`config.mk`:
```
export PLATFORM = sky130hd
export DESIGN_NAME = serial_invert_deserializer
export DESIGN_NICKNAME = d
export VERILOG_FILES = /design/src/rtl/serial_invert_deserializer.sv
export SDC_FILE = /design/constraint.sdc
export NUM_CORES = 1
export LEC_CHECK = 0
export ABC_CLOCK_PERIOD_IN_PS = 4450
export BUFFER_PORTS_ARGS = -buffer_cell sky130_fd_sc_hd__buf_2
export CORE_MARGIN = 10
export CORE_UTILIZATION = 60
export CTS_BUF_LIST = sky130_fd_sc_hd__clkbuf_8
export DETAILED_ROUTE_END_ITERATION = 10
export MAX_ROUTING_LAYER = met4
export PLACE_DENSITY_LB_ADDON = 0.08
export SETUP_SLACK_MARGIN = 0.15
export SKIP_LAST_GASP = 1
export SYNTH_ARGS = -nofsm -noshare
export SYNTH_HDL_FRONTEND = slang
export SYNTH_SLANG_ARGS = --single-unit
```
`constraint.sdc`:
```
create_clock -name clk -period 4.45 [get_ports clk]
set_clock_uncertainty 0.2 [all_clocks]
set_input_delay 0.2225 -clock clk [delete_from_list [all_inputs] [get_ports clk]]
set_output_delay 0.2225 -clock clk [all_outputs]
set_load 0.02 [all_outputs]
```
`src/rtl/serial_invert_deserializer.sv`:
```
// Serial-to-parallel packer with per-bit optional inversion. Bits are packed LSB-first into
// WIDTH-bit words. One completed word can be parked while the output register is stalled.
module serial_invert_deserializer #(
   parameter int WIDTH = 8,
   parameter int CNT_W = $clog2(WIDTH + 1)
) (
   input  logic             clk,
   input  logic             rst,
   input  logic             up_valid,
   output logic             up_ready,
   input  logic             up_data,
   input  logic             up_last,
   input  logic             invert,
   output logic             down_valid,
   input  logic             down_ready,
   output logic [WIDTH-1:0] down_data,
   output logic [CNT_W-1:0] down_count,
   output logic             down_last
);

   localparam logic [0:0] COLLECT = 1'b0;
   localparam logic [0:0] HOLD    = 1'b1;

   logic [0:0]       state;
   logic [WIDTH-1:0] shift_reg;
   logic [CNT_W-1:0] bit_idx;
   logic [WIDTH-1:0] pend_data;
   logic [CNT_W-1:0] pend_count;
   logic             pend_last;

   logic             accept;
   logic             complete;
   logic             slot_free;
   logic [WIDTH-1:0] word;
   logic [CNT_W-1:0] word_count;

   // Positions above idx keep their cleared value, so a flushed partial word is zero-padded.
   function automatic logic [WIDTH-1:0] insert_bit(input logic [WIDTH-1:0] base,
                                                    input logic [CNT_W-1:0] idx,
                                                    input logic             b);
      logic [WIDTH-1:0] r;
      r = base;
      for (int i = 0; i < WIDTH; i++) begin
         if (idx == CNT_W'(i)) r[i] = b;
      end
      return r;
   endfunction

   assign up_ready   = (state == COLLECT);
   assign accept     = up_valid && up_ready;
   assign complete   = accept && (up_last || (bit_idx == CNT_W'(WIDTH - 1)));
   assign slot_free  = !down_valid || down_ready;
   assign word       = insert_bit(shift_reg, bit_idx, up_data ^ invert);
   assign word_count = bit_idx + CNT_W'(1);

   always_ff @(posedge clk or posedge rst) begin
      if (rst) begin
         state      <= COLLECT;
         shift_reg  <= '0;
         bit_idx    <= '0;
         pend_data  <= '0;
         pend_count <= '0;
         pend_last  <= 1'b0;
         down_valid <= 1'b0;
         down_data  <= '0;
         down_count <= '0;
         down_last  <= 1'b0;
      end else begin
         case (state)
            COLLECT: begin
               if (down_valid && down_ready) down_valid <= 1'b0;
               if (accept) begin
                  if (complete) begin
                     shift_reg <= '0;
                     bit_idx   <= '0;
                     // A draining output slot counts as free, so the new word overrides the clear above.
                     if (slot_free) begin
                        down_data  <= word;
                        down_count <= word_count;
                        down_last  <= up_last;
                        down_valid <= 1'b1;
                     end else begin
                        pend_data  <= word;
                        pend_count <= word_count;
                        pend_last  <= up_last;
                        state      <= HOLD;
                     end
                  end else begin
                     shift_reg <= word;
                     bit_idx   <= word_count;
                  end
               end
            end
            default: begin
               if (down_ready) begin
                  down_data  <= pend_data;
                  down_count <= pend_count;
                  down_last  <= pend_last;
                  down_valid <= 1'b1;
                  state      <= COLLECT;
               end
            end
         endcase
      end
   end

endmodule

```
==> impl_metrics.toml <==
[status]
status = "complete, no violations"

[global_route]
grt_pass1_vias = 1457
antenna_found_initial = 0
grt_usage_pct = 14.9
grt_max_degree = 41
grt_overflow_total = 0
grt_pass1_wl_um = 7170

[cts]
cts_tree = "built"
clk_latency_ns = 0.29
root_buffer = "clkbuf_8"
clock_sinks = 40
post_cts_buffers = 0
post_cts_resized = 0
clock_path_buffers = 2
hold_buffers = 2
htree_levels = 2
path_clk_slew_ns = 0.07
cts_buffers = 5

[synth]
ys_seq_elements = 40
synth_commonest_cells = "40 x dfrtp_1, 24 x nand2_1, 19 x o21ai_0"
syn-num-nets = 203
yosysMostFrequentCell = "dfrtp_1"
netlist_area_sq_um = 1990
yosys_warnings = 0
yosysTopAreaCellShare_pct = 50.3
ys_seq_area_share_pct = 50.3
synth.area.top_cells = "dfrtp_1 50%, o21ai_0 4.8%, nand2_1 4.5%"
ys.flop_type = "dfrtp_1"
yosys.area.top_type = "dfrtp_1"
synthCells = 192
synth_cell_types = 41
postSynthAreaPerCell_sq_um = 10.4
synth_edf_count = 0
async_flop_share_pct = 100

[power]
cellPowerDensity_nw_per_um2 = 466
leakagePower_nw = 1.02
power_mw = 1.02
irDropWorstVdd_mv = 0.272

[route]
ant_nets = 0
via_count = 1510
drt_iter0_drc = 131
routedWlPerCell_um = 16.7
first_pass_iters = 4
drt_wl_total_um = 4270
drt-vias-per-instance = 5.90
drc_errors = 0

[worst_setup_path]
path_cells = "nor2b_1, o2111ai_4, mux2_2"
worst-endpoint-required_ns = 4.43
arrival_ns = 2.30
crit_fanout = 25
cp-start-kind = "flip-flop"
slowest_delay_ns = 0.62
crit_family = "flip-flops"
end_kind = "flip-flop"
critPathBufInv = 0
worst-setup-path-type = "flip-flop to flip-flop"
critPathSlowestCell = "dfrtp_1"

[final_layout]
fillers = 274
final_nets = 222
final_util_pct = 70.7
ff_latch_area_sq_um = 1000
area_delta_synth_final_pct = 10.3
drive_gt1_share_pct = 19.3
instances_no_fill = 256
antennaDiodeCount = 0
final_cell_area_sq_um = 2190
multi_input_area_sq_um = 885

[floorplanning]
io_pins = 22
core_area_sq_um = 3100
initial_utilization_pct = 64.1
die_y_um = 77.6
row_count = 20
dieArea_sq_um = 6020
die-width_um = 77.6

[timing]
fmax_mhz = 430
hold_viol = 0
finalSetupViolCount = 0
maxSlewViolCount = 0
timing.hold.ws_ns = 0.127
setup_tns_ns = 0
timing.slew.headroom_pct = 54.0
finalCriticalPeriod_ns = 2.32
worst_slack_ns = 2.13
post-route-period-util_pct = 52.2
grt_setup_unrepaired = "false"
tightest_slew_ns = 0.686

[hold_path]
hold_path.class = "primary input to flip-flop"

[run]
cap_violations = 0

[placed_design]
post_dp_cell_area_sq_um = 2080
portBuffers = 21
gp_congestion = 0.885
dpl.cell_count = 246
dpl.hpwl_um = 3100
pre_cts_slack_ns = 2.14
-- layout by cell type, fill, tap and decap left out, types with 2 or more instances in the layout --
cell type and n:
nand3b_1 3, mux2i_1 8, nor2_1 14, buf_2 21, o2bb2ai_1 5, nor3b_1 4
nor4_1 3, nor3_2 4, o21ai_0 19, dfrtp_1 40, mux2_2 2, dlygate4sd3_1 2
a22o_1 2, a221o_1 4, nand3_1 2, a21oi_1 2, ha_1 4, nand2_1 24
xor2_1 2, clkbuf_8 6, o21ai_1 6, o31ai_1 2, a221oi_1 2, inv_1 10
nor3_1 2, and4_4 4
-- power breakdown --
group	internal [mW]	total [mW]	switching [mW]
clock	0.122	0.240	0.119
combinational	0.113	0.279	0.166
sequential	0.440	0.502	0.0622
total	0.675	1.02	0.347
-- final cells by class --
cell class                      instances  area share, %
Sequential cell                        40           45.6
Multi-Input combinational cell        132           40.3
Timing Repair Buffer                   24           6.05
Clock buffer                            6           3.76
Tap cell                               44           2.51
Inverter                                8           1.37
Clock inverter                          2          0.342
-- kinds of logic after synthesis --
kind of cell               Yosys count  share of synthesized area (%)
muxes                               10                           5.16
AOI/OAI and AO/OA                   49                           17.4
DFF                                 40                           50.3
buffers and inverters               20                           5.22
xor gates and xnor gates             3                           1.32
adders and majority gates            4                           2.52
and+or+nand+nor                     66                           18.1
-- layer usage --
metal  vias up  share of wire (%)  GRT usage (%)
met5         -                  0              -
met4         0                1.1           4.56
met3         7                4.6           4.49
met2        28                 47           23.0
met1       757                 47           18.4
li1        718                  -              -
-- final timing paths --
kind	startpoint	to	slack, ns	cells past startpoint
worst min-delay path	up_last	pend_last	0.13	2
max in group asynchronous	rst	bit_idx[1]	3.30	4
worst min register to register	shift_reg[3]	shift_reg[3]	0.29	2
worst max register to register	state	pend_count[1]	2.13	3
worst max-delay path	state	pend_count[1]	2.13	3
min in group asynchronous	rst	down_count[0]	0.39	4
Note: power is estimated with default switching activity, not from simulation.
